**src/rtl/cpu_types_pkg.sv**
```systemverilog
// rtl/cpu_types_pkg.sv - shared CPU types: hazard sequencer state and register index
package cpu_types_pkg;

    localparam int REGADDR_W = 5;

    typedef logic [REGADDR_W-1:0] regbits_t;

    typedef enum logic [1:0] {
        RUN     = 2'd0,
        MEMWAIT = 2'd1,
        HALT    = 2'd2
    } hazard_state_t;

endpackage

```
**src/rtl/hazard_stats.sv**
```systemverilog
// rtl/hazard_stats.sv - saturating stall/flush/memwait event counters
//
// Ports:
//   CLK, nRST            clock, asynchronous active-low reset
//   inc_stall            count one load-use stall cycle
//   inc_flush            count one redirect flush cycle
//   inc_memwait          count one data-wait cycle
//   freeze               hold all counters (core halted)
//   stat_stall/flush/memwait  counter values, saturate at all-ones
module hazard_stats #(
    parameter int STATCNT_W = 32
) (
    input  logic                 CLK,
    input  logic                 nRST,
    input  logic                 inc_stall,
    input  logic                 inc_flush,
    input  logic                 inc_memwait,
    input  logic                 freeze,
    output logic [STATCNT_W-1:0] stat_stall,
    output logic [STATCNT_W-1:0] stat_flush,
    output logic [STATCNT_W-1:0] stat_memwait
);

    localparam logic [STATCNT_W-1:0] CNT_ONE = STATCNT_W'(1);
    localparam logic [STATCNT_W-1:0] CNT_MAX = '1;

    always_ff @(posedge CLK or negedge nRST) begin
        if (!nRST) begin
            stat_stall   <= '0;
            stat_flush   <= '0;
            stat_memwait <= '0;
        end else if (!freeze) begin
            if (inc_stall && stat_stall != CNT_MAX)
                stat_stall <= stat_stall + CNT_ONE;
            if (inc_flush && stat_flush != CNT_MAX)
                stat_flush <= stat_flush + CNT_ONE;
            if (inc_memwait && stat_memwait != CNT_MAX)
                stat_memwait <= stat_memwait + CNT_ONE;
        end
    end

endmodule

```
**src/rtl/pipe_hazard_ctrl.sv**
```systemverilog
// rtl/pipe_hazard_ctrl.sv - stall/flush sequencer for the 5-stage pipeline
//
// Optional feature macro: HAZARD_STATS_EN (adds stat_stall/stat_flush/stat_memwait).
//
// Ports:
//   CLK, nRST            clock, asynchronous active-low reset
//   ihit                 instruction fetch completes this cycle
//   dmem_req, dhit       MEM-stage data access pending / completing
//   id_rs, id_rt         source indices of the instruction in decode
//   ex_memread, ex_rt    load in EX and its destination
//   ex_redirect          EX resolved a taken branch or jump
//   mem_halt             halt instruction in MEM
//   pc_en                PC update enable
//   *_en                 pipeline register enables
//   *_flush              pipeline register bubble insert (overrides enable)
//   redirect_sel         PC mux selects the EX target
//   halted               core has halted
module pipe_hazard_ctrl #(
    parameter int REGADDR_W = 5,
    parameter int STATCNT_W = 32
) (
    input  logic                 CLK,
    input  logic                 nRST,
    input  logic                 ihit,
    input  logic                 dmem_req,
    input  logic                 dhit,
    input  logic [REGADDR_W-1:0] id_rs,
    input  logic [REGADDR_W-1:0] id_rt,
    input  logic                 ex_memread,
    input  logic [REGADDR_W-1:0] ex_rt,
    input  logic                 ex_redirect,
    input  logic                 mem_halt,
    output logic                 pc_en,
    output logic                 ifid_en,
    output logic                 idex_en,
    output logic                 exmem_en,
    output logic                 memwb_en,
    output logic                 ifid_flush,
    output logic                 idex_flush,
    output logic                 exmem_flush,
    output logic                 redirect_sel,
`ifdef HAZARD_STATS_EN
    output logic [STATCNT_W-1:0] stat_stall,
    output logic [STATCNT_W-1:0] stat_flush,
    output logic [STATCNT_W-1:0] stat_memwait,
`endif
    output logic                 halted
);

    import cpu_types_pkg::*;

    hazard_state_t state, state_nxt;
    logic          redir_pend, redir_pend_nxt;

    logic dwait, load_use, redir, active;
    logic rule_wait, rule_halt, rule_redir, rule_lu, rule_miss, rule_run;

    assign dwait    = dmem_req & ~dhit;
    assign load_use = ex_memread & (ex_rt != '0) & ((ex_rt == id_rs) | (ex_rt == id_rt));
    assign redir    = ex_redirect | redir_pend;

    // RUN and MEMWAIT share one priority ladder; HALT ignores every input.
    assign active     = (state != HALT);
    assign rule_wait  = active & dwait;
    assign rule_halt  = active & ~dwait & mem_halt;
    assign rule_redir = active & ~dwait & ~mem_halt & redir;
    assign rule_lu    = active & ~dwait & ~mem_halt & ~redir & load_use;
    assign rule_miss  = active & ~dwait & ~mem_halt & ~redir & ~load_use & ~ihit;
    assign rule_run   = active & ~dwait & ~mem_halt & ~redir & ~load_use & ihit;

    always_ff @(posedge CLK or negedge nRST) begin
        if (!nRST) begin
            state      <= RUN;
            redir_pend <= 1'b0;
        end else begin
            state      <= state_nxt;
            redir_pend <= redir_pend_nxt;
        end
    end

    always_comb begin
        state_nxt      = state;
        redir_pend_nxt = redir_pend;
        if (rule_wait) begin
            state_nxt = MEMWAIT;
            // A redirect seen while memory is frozen must survive until the thaw.
            if (ex_redirect)
                redir_pend_nxt = 1'b1;
        end else if (rule_halt) begin
            state_nxt = HALT;
        end else if (rule_redir) begin
            state_nxt      = RUN;
            redir_pend_nxt = 1'b0;
        end else if (active) begin
            state_nxt = RUN;
        end
    end

    always_comb begin
        pc_en        = 1'b0;
        ifid_en      = 1'b0;
        idex_en      = 1'b0;
        exmem_en     = 1'b0;
        memwb_en     = 1'b0;
        ifid_flush   = 1'b0;
        idex_flush   = 1'b0;
        exmem_flush  = 1'b0;
        redirect_sel = 1'b0;
        halted       = 1'b0;
        // Outputs are held quiet while reset is asserted, whatever the inputs do.
        if (nRST) begin
            halted = (state == HALT);
            if (rule_halt) begin
                // Let the halt retire into WB while a bubble follows it.
                memwb_en    = 1'b1;
                exmem_flush = 1'b1;
            end
            if (rule_redir) begin
                pc_en        = 1'b1;
                redirect_sel = 1'b1;
                ifid_en      = 1'b1;
                idex_en      = 1'b1;
                exmem_en     = 1'b1;
                memwb_en     = 1'b1;
                ifid_flush   = 1'b1;
                idex_flush   = 1'b1;
            end
            if (rule_lu) begin
                idex_en    = 1'b1;
                exmem_en   = 1'b1;
                memwb_en   = 1'b1;
                idex_flush = 1'b1;
            end
            if (rule_miss) begin
                ifid_en    = 1'b1;
                idex_en    = 1'b1;
                exmem_en   = 1'b1;
                memwb_en   = 1'b1;
                ifid_flush = 1'b1;
            end
            if (rule_run) begin
                pc_en    = 1'b1;
                ifid_en  = 1'b1;
                idex_en  = 1'b1;
                exmem_en = 1'b1;
                memwb_en = 1'b1;
            end
        end
    end

`ifdef HAZARD_STATS_EN
    hazard_stats #(
        .STATCNT_W (STATCNT_W)
    ) u_stats (
        .CLK          (CLK),
        .nRST         (nRST),
        .inc_stall    (rule_lu),
        .inc_flush    (rule_redir),
        .inc_memwait  (rule_wait),
        .freeze       (state == HALT),
        .stat_stall   (stat_stall),
        .stat_flush   (stat_flush),
        .stat_memwait (stat_memwait)
    );
`endif

endmodule

```
**config.mk**
```make
export PLATFORM = sky130hd
export DESIGN_NAME = pipe_hazard_ctrl
export DESIGN_NICKNAME = d
export VERILOG_FILES = /design/src/rtl/cpu_types_pkg.sv /design/src/rtl/hazard_stats.sv /design/src/rtl/pipe_hazard_ctrl.sv
export SDC_FILE = /design/constraint.sdc
export NUM_CORES = 1
export LEC_CHECK = 0
export BUFFER_PORTS_ARGS = -buffer_cell sky130_fd_sc_hd__buf_2
export CAP_MARGIN = 25
export CORE_AREA = 10 10 47 49
export CTS_BUF_LIST = sky130_fd_sc_hd__clkbuf_4 sky130_fd_sc_hd__clkbuf_8
export DETAILED_ROUTE_END_ITERATION = 8
export DIE_AREA = 0 0 57 59
export PLACE_DENSITY = 0.59
export SYNTH_ARGS = -nofsm -noshare
export SYNTH_HDL_FRONTEND = slang
export SYNTH_SLANG_ARGS = --single-unit
```
**constraint.sdc**
```tcl
create_clock -name CLK -period 2.1 [get_ports CLK]
set_input_delay 0.315 -clock CLK [delete_from_list [all_inputs] [get_ports CLK]]
set_output_delay 0.315 -clock CLK [all_outputs]
set_load 0.03 [all_outputs]
```
**After elaboration in Yosys (flattened, before gate mapping)**

Cells that the tools add are included.

- Register bits after elaboration: 3
- Input bits: 23
- Output and inout bits: 10
- Logic and storage cells: 62

- Equal/unequal tests: 6
- Mux-type cells: 29
- Bitwise logic cells: 21
- Reductions and logical operators: 4

Operators by type and width:

| operator | number |
|---|---|
| two-way mux 1 bit | 25 |
| bitwise AND 1 bit | 13 |
| equality test 5 bit | 2 |
| two-way mux 2 bit | 4 |
| inequality test 2 bit (second input constant) | 3 |
| inverter 1 bit | 6 |
| nonzero test 5 bit | 1 |
| nonzero test 4 bit | 1 |
| AND reduction 3 bit | 1 |
| equality test 2 bit (second input constant) | 1 |
| bitwise OR 1 bit | 2 |
| nonzero test 2 bit | 1 |

**Longest topological paths before layout**

- Depth after elaboration: 11
- Depth in mapped cells: 5
- Gate-level depth less buffers: 5

**Worst setup path after synthesis**

No wires, ideal clock.

- Path kind: input -> output
- From: in dhit
- To: out pc_en
- Arrival time: 1.801 ns
- Required time: 1.785 ns
- Slack: -0.016 ns
- Stages on the path: 5
- Path buffers: 0
- Cell sequence: nand2b_1 > nand3_1 > nor2_1 > o31ai_1 > a21oi_1

- Longest elaborated chain between the ends: 10
- Elaborated cells on any way between the ends: 12
- Classes of those cells: mux (3); bitwise (9)

RTL lines:

| element | line | text |
|---|---|---|
| from (decl) | pipe_hazard_ctrl.sv:26 | `input logic dhit,` |
| inverter 1 bit * | pipe_hazard_ctrl.sv:58 | `assign dwait = dmem_req & ~dhit;` |
| bitwise AND 1 bit * | pipe_hazard_ctrl.sv:58 |  |
| inverter 1 bit * | pipe_hazard_ctrl.sv:66, pipe_hazard_ctrl.sv:69 |  |
| bitwise AND 1 bit * (2 in a row) | pipe_hazard_ctrl.sv:66, pipe_hazard_ctrl.sv:69 |  |
| bitwise AND 1 bit (3 in a row) | pipe_hazard_ctrl.sv:69 | `assign rule_run = active & ~dwait & ~mem_halt & ~redir & ~load_use & ihit;` |
| two-way mux 1 bit * | pipe_hazard_ctrl.sv:141 | `if (rule_run) begin` |
| two-way mux 1 bit * | pipe_hazard_ctrl.sv:111 | `if (nRST) begin` |
| to (decl) | pipe_hazard_ctrl.sv:33 | `output logic pc_en,` |

Every way passes the cells marked *; elsewhere a longest branch is shown, timed or not.

**Worst setup path in the final report**

- From: in ex_rt[1]
- To: out idex_flush

- Longest elaborated chain between the ends: 6
- Elaborated cells on any way between the ends: 9
- Classes of those cells: eq/ne (2); mux (2); bitwise (4); reduce/logical (1)

RTL lines:

| element | line | text |
|---|---|---|
| from (decl) | pipe_hazard_ctrl.sv:30 | `input logic [REGADDR_W-1:0] ex_rt,` |
| equality test 5 bit / nonzero test 5 bit (equally long branches) | pipe_hazard_ctrl.sv:59 | `assign load_use = ex_memread & (ex_rt != '0) & ((ex_rt == id_rs) \| (ex_rt == id_rt));` |
| bitwise OR 1 bit / bitwise AND 1 bit (equally long branches) | pipe_hazard_ctrl.sv:59 |  |
| bitwise AND 1 bit * | pipe_hazard_ctrl.sv:59 |  |
| bitwise AND 1 bit * | pipe_hazard_ctrl.sv:67 | `assign rule_lu = active & ~dwait & ~mem_halt & ~redir & load_use;` |
| two-way mux 1 bit * | pipe_hazard_ctrl.sv:128 | `if (rule_lu) begin` |
| two-way mux 1 bit * | pipe_hazard_ctrl.sv:111 |  |
| to (decl) | pipe_hazard_ctrl.sv:39 | `output logic idex_flush,` |

Marks and branches as above.

==> qor.csv <==
stage,metric,value,unit
run_status,status,finished clean,
floorplan,starting density of the core,0.242,
yosys,#FFs+latches synth,3,
layout,Final nets,104,
setup_path,WP data arrival,1.57,ns
cts,hold-fix buffers at CTS,1,
setup_path,crit-path max FO,4,
placed_design,Final HPWL DP,987,um
grt,vias in the first global route,440,
yosys,Syn Inst Count,44,
pwr,pwr dens,418,nW/um^2
cts,clock buffer depth,2,
floorplan,die area,3360,um^2
cts,# clock sinks,3,
layout,Layout area overhead,63.5,%
placed_design,I/O Buffers,32,
grt,GRT Resource Usage Total,0.0664,
setup_path,"most used cell, CP",buf_2,
cts,CTS HTree Levels,1,
yosys,Mapped Area,339,um^2
timing,Setup Skew,0.00125,ns
yosys,sequential share of the synthesized area,0.221,
timing,setup_tns,0,ns
cts,post_cts resized,0,
yosys,"Avg Cell Area, Syn",7.71,um^2
grt,largest net degree at the start of global routing,7,
layout,layout cells sized above 1,0.500,
hold_path,hold crit path type,in2reg,
drt,Starting DRT DRC Count,4,
cts,CTS tree,done,
yosys,synth warn,0,
drt,Routed WL,1120,um
grt,global-route wire length before repair,1840,um
timing,Slew Limit Fails,0,
setup_path,"Critical Path, Cell by Cell",buf_2 > or4_4 > o21ai_2 > a21oi_2 > o31a_1 > buf_2,
drt,vias,428,
run,max_cap viols,0,
setup_path,WP data required,1.78,ns
floorplan,FP Rows,14,
timing,Highest Clock Rate,531,MHz
cts,clock root buffer,clkbuf_4,
setup_path,startpoint types,primary input,
setup_path,CP max stage delay,0.53,ns
layout,"commonest non-fill, non-tap cell in the layout",buf_2,
setup_path,internal reg-to-reg setup slack,1.22,ns
setup_path,Worst Setup End Kind,output port,
cts,CTS Buf Count,3,
placed_design,Routability Congestion,0.755,
timing,Final Hold Fails,0,
timing,period utilization,0.897,
layout,most frequent cells in the layout,"32 x buf_2, 6 x xor2_1, 4 x xnor2_1, 4 x nand2_1, 4 x clkbuf_4",
drt,DR WL/cell,11.7,um
timing,RSZ-0062 raised after global routing,no,
timing,minimum clock period,1.88,ns
grt,total grt overflow,0,
drt,Routed Antenna Nets,0,
timing,final setup vio count,0,
cts,Post-CTS Setup Inserts,0,
yosys,synthesized netlist net count,67,
drt,DR pass1 iterations,2,
pwr,post-layout power,0.232,mW
yosys,synth unique cells,20,
drt,drt drc,0,
floorplan,Die Span X,57,um
cts,Skew-Pair Late Insertion Delay,0.23,ns
setup_path,CP max stage cell,or4_4,
layout,fill count,145,
layout,# diodes,0,
pwr,worst vdd ir,0.313,mV
grt,antenna violations before repair,0,
timing,slew margin rel.,0.789,
pwr,Lkg Pwr,0.289,nW
floorplan,io pins,33,
timing,worst slew pin tran,0.315,ns
cts,Clock transition at path regs,0.04,ns
setup_path,WS Path Type,in2out,
floorplan,total core area,1400,um^2
layout,post-layout utilization of the core,0.396,
placed_design,DP Worst Slack,0.208,ns
floorplan,die extent in y,59,um
timing,Final Worst Setup Slack,0.216,ns
drt,Via density,4.46,
[registers in the layout, summed over array words and instances (netlist names)]
signal / flops
redir_pend: 1
state: 2
[per-stage QoR]
step	hold WS, ns	instances	cell area (um^2)
final	0.352	96	554
after global routing	0.360	96	554
after CTS	0.349	96	554
after detailed placement	0.127	91	514
after global placement	0.126	91	514
after floorplan	0.0194	44	342
[layer usage]
| layer | vias up | global-route usage | share of wire |
|---|---|---|---|
| li1 | 224 | - | - |
| met1 | 179 | 0.0756 | 0.45 |
| met2 | 25 | 0.0946 | 0.43 |
| met3 | 0 | 0.0429 | 0.12 |
| met4 | 0 | 0.0302 | 0 |
| met5 | - | 0 | 0 |
[final timing paths]
kind / from / endpoint / cells after the start
worst max register to register: state[0]$_DFFE_PN0P_ / redir_pend$_DFFE_PN0P_ / 3
worst min register to register: state[1]$_DFFE_PN0P_ / state[1]$_DFFE_PN0P_ / 2
max in group asynchronous: nRST / state[1]$_DFFE_PN0P_ / 2
worst min-delay path: mem_halt / state[1]$_DFFE_PN0P_ / 3
worst max-delay path: ex_rt[1] / idex_flush / 6
min in group asynchronous: nRST / redir_pend$_DFFE_PN0P_ / 2
[where the power goes]
group / total, mW / switching, mW / leakage [nW] / internal [mW]
Combinational: 0.0580 / 0.0274 / 0.239 / 0.0306
Sequential: 0.0584 / 0.000127 / 0.0315 / 0.0583
Clock: 0.115 / 0.0312 / 0.0184 / 0.0842
[cell type report]
| class | instances | area [um^2] | share of cell area |
|---|---|---|---|
| Sequential cell | 3 | 75.1 | 0.135 |
| Inverter | 1 | 3.75 | 0.00677 |
| Timing Repair Buffer | 33 | 170 | 0.307 |
| Tap cell | 16 | 20.0 | 0.0361 |
| Clock buffer | 4 | 30.0 | 0.0542 |
| Multi-Input combinational cell | 39 | 255 | 0.460 |
[synthesized netlist by cell type, drive strengths merged]
| master | number | area share |
|---|---|---|
| dfrtp | 3 | 0.22 |
| a21boi | 1 | 0.022 |
| xor2 | 6 | 0.15 |
| nor2 | 3 | 0.033 |
| nand2b | 2 | 0.037 |
| or4 | 1 | 0.033 |
| o31a | 1 | 0.026 |
| a21oi | 4 | 0.070 |
| inv | 1 | 0.011 |
| buf | 1 | 0.022 |
| xnor2 | 4 | 0.10 |
| nor3 | 3 | 0.044 |
| nor2b | 1 | 0.018 |
| nand3 | 3 | 0.044 |
| nand2 | 4 | 0.044 |
| o21ai | 3 | 0.055 |
| o31ai | 1 | 0.022 |
| and2 | 2 | 0.037 |
[critical path: cells and delay by family]
family          cells  cell delay [ns]
simple gates        1             0.53
compound gates      3             0.42
buf+inv             2             0.29
[kinds of logic after synthesis]
family | share of synthesized area
xor gates and xnor gates | 0.258
buffers and inverters | 0.0332
DFF | 0.221
and+or+nand+nor | 0.291
AOI/OAI and AO/OA | 0.196
No activity file was read; power rests on OpenSTA's default activity.
